===== config.mk =====
export PLATFORM = sky130hd
export DESIGN_NAME = pcie_bf_upload
export DESIGN_NICKNAME = d
export VERILOG_FILES = /design/src/rtl/pcie_bf_upload.sv
export SDC_FILE = /design/constraint.sdc
export NUM_CORES = 2
export LEC_CHECK = 0
export BUFFER_PORTS_ARGS = -buffer_cell sky130_fd_sc_hd__buf_2
export CAP_MARGIN = 20
export CELL_PAD_IN_SITES_DETAIL_PLACEMENT = 1
export CELL_PAD_IN_SITES_GLOBAL_PLACEMENT = 1
export CORE_MARGIN = 2
export CORE_UTILIZATION = 29
export CTS_CLUSTER_DIAMETER = 60
export DETAILED_ROUTE_END_ITERATION = 8
export GPL_TIMING_DRIVEN = 0
export PLACE_DENSITY_LB_ADDON = 0.1
export SYNTH_ARGS = -nofsm -noshare
export SYNTH_HDL_FRONTEND = slang
export SYNTH_SLANG_ARGS = --single-unit

===== constraint.sdc =====
create_clock -name w_clk -period 70 [get_ports w_clk]
set_input_delay 7 -clock w_clk [delete_from_list [all_inputs] [get_ports w_clk]]
set_output_delay 7 -clock w_clk [all_outputs]
set_load 0.01 [all_outputs]

===== src/rtl/pcie_bf_upload.sv =====
// Beamforming parameter upload packer: 32-bit word frames -> 512-bit PCIe AXI-stream beats.
// Optional per-frame header beat when PCIE_BF_HDR_EN is defined.
module pcie_bf_upload #(
  parameter int unsigned MAX_WORDS = 132
) (
  input  logic         w_clk,
  input  logic         w_rst,
  input  logic [31:0]  in_data,
  input  logic         in_vld,
  input  logic         in_last,
  output logic         in_rdy,
  output logic [511:0] pcie_data,
  output logic [63:0]  pcie_keep,
  output logic         pcie_valid,
  output logic         pcie_last,
  input  logic         pcie_ready,
  output logic [15:0]  frame_cnt,
  output logic         err_len
);

  typedef enum logic [1:0] {IDLE, PACK, DROP} state_t;

  localparam logic [11:0] MAX_W = 12'(MAX_WORDS);

  state_t       state;
  logic [511:0] acc;
  logic [3:0]   widx;
  logic [11:0]  wcnt;

  logic [511:0] fifo_data [2];
  logic [63:0]  fifo_keep [2];
  logic [1:0]   fifo_last;
  logic         wp, rp;
  logic [1:0]   fifo_cnt;

`ifdef PCIE_BF_HDR_EN
  logic hdr_sent;
`endif

  logic         accept, hit_max, data_push, beat_last, hdr_push, push, pop;
  logic [11:0]  wcnt_n;
  logic [511:0] beat_data, push_data;
  logic [63:0]  beat_keep, push_keep;
  logic         push_last;

  always_comb begin
    if (w_rst)
      in_rdy = 1'b0;
    else if (state == DROP)
      in_rdy = 1'b1;
`ifdef PCIE_BF_HDR_EN
    else if (state == IDLE && !hdr_sent)
      in_rdy = 1'b0;
`endif
    else
      in_rdy = (fifo_cnt < 2'd2);
  end

  assign accept    = in_vld & in_rdy;
  assign wcnt_n    = wcnt + 12'd1;
  assign hit_max   = (wcnt_n == MAX_W);
  assign beat_last = in_last | hit_max;
  assign data_push = accept && (state != DROP) && ((widx == 4'hF) || in_last || hit_max);

`ifdef PCIE_BF_HDR_EN
  assign hdr_push = (state == IDLE) && !hdr_sent && in_vld && (fifo_cnt < 2'd2) && !w_rst;
`else
  assign hdr_push = 1'b0;
`endif

  // Outgoing beat: accumulator with the current word merged at widx; upper words stay zero.
  always_comb begin
    beat_data = acc;
    beat_data[{widx, 5'd0} +: 32] = in_data;
    beat_keep = '0;
    for (int unsigned i = 0; i < 16; i++)
      beat_keep[4*i +: 4] = (i <= 32'(widx)) ? 4'hF : 4'h0;
  end

  always_comb begin
    if (hdr_push) begin
      push_data = {480'd0, 16'hBF5A, frame_cnt};
      push_keep = 64'hFF;
      push_last = 1'b0;
    end else begin
      push_data = beat_data;
      push_keep = beat_keep;
      push_last = beat_last;
    end
  end

  assign push = data_push | hdr_push;
  assign pop  = (fifo_cnt != 2'd0) & pcie_ready;

  assign pcie_valid = (fifo_cnt != 2'd0);
  assign pcie_data  = pcie_valid ? fifo_data[rp] : '0;
  assign pcie_keep  = pcie_valid ? fifo_keep[rp] : '0;
  assign pcie_last  = pcie_valid & fifo_last[rp];

  // Storage carries no reset; the head is masked by pcie_valid instead.
  always_ff @(posedge w_clk) begin
    if (push) begin
      fifo_data[wp] <= push_data;
      fifo_keep[wp] <= push_keep;
      fifo_last[wp] <= push_last;
    end
  end

  always_ff @(posedge w_clk) begin
    if (w_rst) begin
      state     <= IDLE;
      acc       <= '0;
      widx      <= '0;
      wcnt      <= '0;
      wp        <= 1'b0;
      rp        <= 1'b0;
      fifo_cnt  <= '0;
      frame_cnt <= '0;
      err_len   <= 1'b0;
`ifdef PCIE_BF_HDR_EN
      hdr_sent  <= 1'b0;
`endif
    end else begin
      err_len <= 1'b0;
      if (push) wp <= ~wp;
      if (pop)  rp <= ~rp;
      case ({push, pop})
        2'b10:   fifo_cnt <= fifo_cnt + 2'd1;
        2'b01:   fifo_cnt <= fifo_cnt - 2'd1;
        default: fifo_cnt <= fifo_cnt;
      endcase
      if (data_push && beat_last)
        frame_cnt <= frame_cnt + 16'd1;
`ifdef PCIE_BF_HDR_EN
      if (hdr_push)
        hdr_sent <= 1'b1;
      else if (data_push && beat_last)
        hdr_sent <= 1'b0;
`endif
      if (accept) begin
        if (state == DROP) begin
          if (in_last) state <= IDLE;
        end else begin
          if (data_push) begin
            acc  <= '0;
            widx <= '0;
          end else begin
            acc[{widx, 5'd0} +: 32] <= in_data;
            widx <= widx + 4'd1;
          end
          if (data_push && beat_last) begin
            wcnt <= '0;
            if (in_last) begin
              state <= IDLE;
            end else begin
              state   <= DROP;
              err_len <= 1'b1;
            end
          end else begin
            wcnt  <= wcnt_n;
            state <= PACK;
          end
        end
      end
    end
  end

endmodule


# --- Word level (Yosys, flattened, before mapping) ---
# Memories as Yosys holds them, arrays and structs flattened. A register that Yosys moved wholly into a read port is not among the register bits.
# Index checks and enable logic that the tools add are counted.
word_totals:
  word_cells: 106
  reg_bits: 553
  ramBits: 1144
  memories: 2
classes:
  order_cmp: 19
  shifts: 2
  bitwise_logic: 9
  n_eq_ne: 7
  mux: 40
  reduce_logical: 11
  add_sub_neg: 6
mem_list:
  columns: ["memory", "depth", "width", "rd", "rd_clocked_by_memory_dff", "write_ports", "line", "text"]
  rows:
  - ["fifo_data", 2, 512, 1, 1, 1, "30", "logic [511:0] fifo_data [2];"]
  - ["fifo_keep", 2, 60, 1, 1, 1, "31", "logic [63:0] fifo_keep [2];"]
op_table:
  columns: ["op", "n"]
  rows:
  - ["$mux 512", 2]
  - ["$bwmux 512", 1]
  - ["$shift 32x11->512 const A", 1]
  - ["$shiftx 32x11->512", 1]
  - ["$mux 4", 16]
  - ["$mux 64", 1]
  - ["$le 4x4->1 const A", 8]
  - ["$add 16x1->16 const B", 1]
  - ["$le 3x4->1 const A", 4]
  - ["$add 12x1->12 const B", 1]
  - ["$eq 12x8->1 const B", 1]
  - ["$mux 1", 12]
  - ["$mux 12", 1]
  - ["$neg 9->11", 1]
  - ["$le 2x4->1 const A", 2]
  - ["$mux 2", 4]
  - ["$not 1->1", 5]
  - ["$add 4x1->4 const B", 1]
  - ["$eq 2x2->1 const B", 2]
  - ["$eq 4x4->1 const B", 1]
  - ["$le 1x4->1 const A", 1]
  - ["$logic_and 1x1->1", 4]
  - ["$lt 1x2->1 const B", 2]
  - ["$ne 2x2->1 const B", 2]
  - ["14 further kinds", 19]

# --- Logic depth before layout (Yosys ltp) ---
depth:
  depth_word: 9
  ltp_mapped: 12

# --- Least setup slack after synthesis ---
# Ideal clock, no wire load.
synth_timing:
  path_type: "input to register"
  from: "input port w_rst"
  to: "memory fifo_data[0][0] (enable)"
  path_stages: 5
  required_ns: 68.565
  slack_ns: 38.505
  setup_ns: 1.435
  path_buffers: 2
  arrival_time_ns: 30.060
  cell_sequence: "clkbuf_1 > nor3_1 > clkbuf_1 > o31ai_1 > nor2_1"
synth_via:
  elab_chain_cells: 6
synth_lines:
  columns: ["item", "line", "text"]
  rows:
  - ["start, declared", "7", "input logic w_rst,"]
  - ["$mux 1", "47", "if (w_rst)"]
  - ["$and 1x1->1", "59", "assign accept = in_vld & in_rdy;"]
  - ["$logic_and 1x1->1 (2 in a row)", "63", "assign data_push = accept && (state != DROP) && ((widx == 4'hF) || in_last || hit_max);"]
  - ["$mux 1", "102", "if (push) begin"]
  - ["$mux 1 (not written as such)", "103", "fifo_data[wp] <= push_data;"]
  - ["end, declared", "30", null]
# Every way passes these cells.

# --- Final worst setup path ---
layout_timing:
  from: "input port w_rst"
  to: "output port in_rdy"
layout_via:
  elab_chain_cells: 1
layout_lines:
  columns: ["item", "line", "text"]
  rows:
  - ["$mux 1", "47", null]
  - ["end, declared", "11", "output logic in_rdy,"]
# Every way passes these cells.

==> metrics.txt <==
TritonCTS Sinks=1608; run status=finished clean; GP Congestion=0.7812; DP HPWL=182.5 mm; largest family of logic cells by synthesized area=multiplexers; vias in the first global route=45570; number of endpoints with negative hold slack in the final report=0; synthesized-area fraction occupied by adder cells=0.001540; WP data arrival=8.85 ns; clock-pin slew of the registers on the worst-case setup and hold paths=0.05 ns; cell taking the most area after synthesis=edfxtp_1; Area growth, synth to finish=22.74%; share of post-route cells with drive strength above 1=0.2343; maximum frequency from static timing analysis=63.08 MHz; wire length per cell=27.40 um; DRC violation total after the first TritonRoute iteration=3042; clock tree buffer depth=3; maximum clock skew at final layout=0.03147 ns; biggest fanout along the worst timing path=10; remaining antenna violation count=0; pre-CTS worst setup slack=54.08 ns; synthesized area divided by synthesized cell count=12.88 um^2; post-CTS setup buffers=0; sequential-to-total area share from yosys stat=0.6580; clock network latency to the later pin of the worst-skew pair=0.86 ns; async set or reset register ratio after synthesis=0; horizontal die dimension=477.4 um; largest stage delay on the critical path=0.53 ns; post-synthesis mux area share=0.1336; initial core utilization=0.2921; Max-slew headroom=0.2371; port bufs=629; initial antenna violation count=39; post-layout net count=5991; area share of the leading cell type in the synthesized netlist=0.4879; final routed wirelength across all metal layers=249.4 mm; number of buffers added to fix hold violations after cts=0; Synth area leaders=edfxtp_1, dfxtp_1, mux2i_1, mux2_2, a22o_1; GR Overflow Total=0; synth warn=0; number of CTS-inserted buffers=189; smallest setup slack after layout=54.15 ns; worst slew pin tran=1.144 ns; RSZ-0062 raised after global routing=no; total negative slack=0 ns; syn_nets=5089; nature of the critical path endpoint=primary output; cell-by-cell trace of the critical path=clkbuf_1 -> buf_1 -> clkbuf_1 -> nor2_1 -> buf_2; Post-synth EDFFs=1056; Pre-Repair DR Iteration Count=5; top-count cell post-synth=edfxtp_1; vias post-DR=44530; maximum number of pins on one net before global-route repair=31; vertical die dimension=477.4 um; I/O pin count=633; number of storage elements in the synthesis netlist=1608; mean number of vias per cell=4.891; final critical path time including I/O delays and setup=15.85 ns; number of DRC violations after detailed routing=0; post-synthesis instance area=64990 um^2; pins over their slew limit=0; startpoint-to-endpoint class of the critical path=primary input to primary output; final critical-path share of the clock period=0.2265; path category of the worst min-delay check=flop to flop; cell chosen for the clock root=clkbuf_16; final total power=2.424 mW; placeable core area=222500 um^2; Worst setup SP type=primary input; IR Drop Worst-Case VDD=0.02635 mV; TritonCTS clock tree=built; area fraction in compound gates after synthesis=0.09684; library cell contributing the largest single delay on the critical path=clkbuf_1; count of endpoints failing setup in the final report=0; power density normalized to cell area=30.39 nW/um^2; most used standard cells in the synthesized netlist=edfxtp_1, nor2_1, mux2i_1, dfxtp_1, a22o_1; xor/xnor cell area share of the yosys netlist=0.0009433; Static Leak=29.67 nW; H-tree lvl count=4; # rows=173; number of buffers and inverters on the critical path=4; number of distinct library cells after synthesis=56; utilization of the core after routing=0.3585; required time at the endpoint of the critical path=63.00 ns; maximum capacitance violations=0; most used flip-flop cell after synthesis=edfxtp_1; wire length of the first global-routing pass=347.4 mm; die area=227900 um^2; number of instances in the synthesized netlist=5044; Top Family by Delay on Critical Path=buffers and inverters; most frequent cell on the critical path=clkbuf_1; overall global routing resource usage=0.2135; Post-Synth Simple-Gate Area=0.07456; count of cells resized by post-cts repair=0
==> state kept, by name, indices dropped and copies added, names as in the netlist, named ones only <==
name	cells
acc	512
err_len	1
fifo_cnt	2
fifo_data	1024
fifo_keep	30
fifo_last	2
frame_cnt	16
rp	1
state	2
wcnt	12
widx	4
wp	1
==> path summary, 6_finish.rpt <==
| path | startpoint | end | slack [ns] | cells past startpoint |
|---|---|---|---|---|
| worst max-delay path | w_rst | in_rdy | 54.15 | 5 |
| worst min-delay path | acc[48] | acc[48] | 0.45 | 2 |
| worst max register to register | wcnt[0] | fifo_data[0][218] | 64.97 | 14 |
| worst min register to register | acc[48] | acc[48] | 0.45 | 2 |
==> metrics by stage <==
stage,cell area (um^2),hold WS (ns),instances
5_1_grt,79740,0.4738,9090
2_1_floorplan,64990,0.4248,5044
4_1_cts,79710,0.4517,9086
6_report,79770,0.4465,9105
3_3_place_gp,71860,0.4331,8648
3_5_place_dp,73420,0.4436,8728
==> layout make-up <==
| cell class | instances | area [um^2] |
|---|---|---|
| diodes | 17 | 42.54 |
| plain buffers | 451 | 1969 |
| clock buffers | 268 | 5229 |
| clock inverters | 90 | 1064 |
| fillers | 23830 | 142700 |
| inverters | 77 | 289.0 |
| multi-input cells | 2908 | 20020 |
| flip-flops and latches | 1608 | 42760 |
| well taps | 2975 | 3722 |
| repair buffers | 711 | 4678 |
==> layout by cell type (no fill, tap or decap), types with 17 or more instances in the layout <==
| master | synthesis | final |
|---|---|---|
| buf_1 | 60 | 60 |
| o21ai_0 | 230 | 230 |
| a21oi_1 | 88 | 88 |
| buf_8 | 0 | 22 |
| buf_12 | 0 | 41 |
| nor2_1 | 692 | 690 |
| a32o_1 | 32 | 32 |
| buf_2 | 60 | 690 |
| clkinv_1 | 0 | 17 |
| nand3_1 | 52 | 52 |
| clkbuf_1 | 281 | 331 |
| clkbuf_16 | 0 | 191 |
| diode_2 | 0 | 17 |
| edfxtp_1 | 1056 | 1056 |
| dfxtp_1 | 552 | 552 |
| nor3_1 | 39 | 37 |
| mux2_2 | 269 | 269 |
| o2bb2ai_1 | 23 | 23 |
| a22oi_1 | 106 | 106 |
| a21boi_0 | 35 | 35 |
| buf_4 | 50 | 52 |
| or2_2 | 34 | 34 |
| mux2i_1 | 565 | 565 |
| nand2_1 | 300 | 300 |
| clkinv_2 | 0 | 29 |
| inv_1 | 77 | 77 |
| a22o_1 | 321 | 321 |
==> power by group <==
group          leakage, nW  internal [mW]  switching (mW)
clock network         3.05          0.581           0.418
logic                 12.2          0.125           0.275
registers             14.4           1.02         0.00426
==> worst register-to-register path, stage by stage (launching register included) <==
cell and delay (ns):
dfxtp_1 0.38, ha_1 0.16, buf_2 0.19, or4b_1 0.46
nor4_1 0.19, o2111ai_1 0.27, a21oi_4 0.74, o31ai_1 0.36
nor2_4 0.57, buf_12 0.28, buf_12 0.23, buf_12 0.24
buf_12 0.26, buf_16 0.23, buf_16 0.18
==> metal layers <==
metal  global-route usage  vias to the layer above  routed length [um]
met3              0.02697                      298               11020
met4              0.06729                        0                8087
met1               0.2895                    22790              112100
li1                     -                    20300                   -
met5                    0                        -                   0
met2               0.3535                     1138              118200
==> cell families (layout without fill, tap and decap cells) <==
family / Yosys count / after routing
other cells: 0 / 17
buf+inv: 528 / 1597
xor+xnor: 7 / 7
simple gates: 1184 / 1184
flops: 1608 / 1608
fa+ha+maj: 8 / 8
compound gates: 875 / 875
mux: 834 / 834
Note: power is estimated with default switching activity, not from simulation.
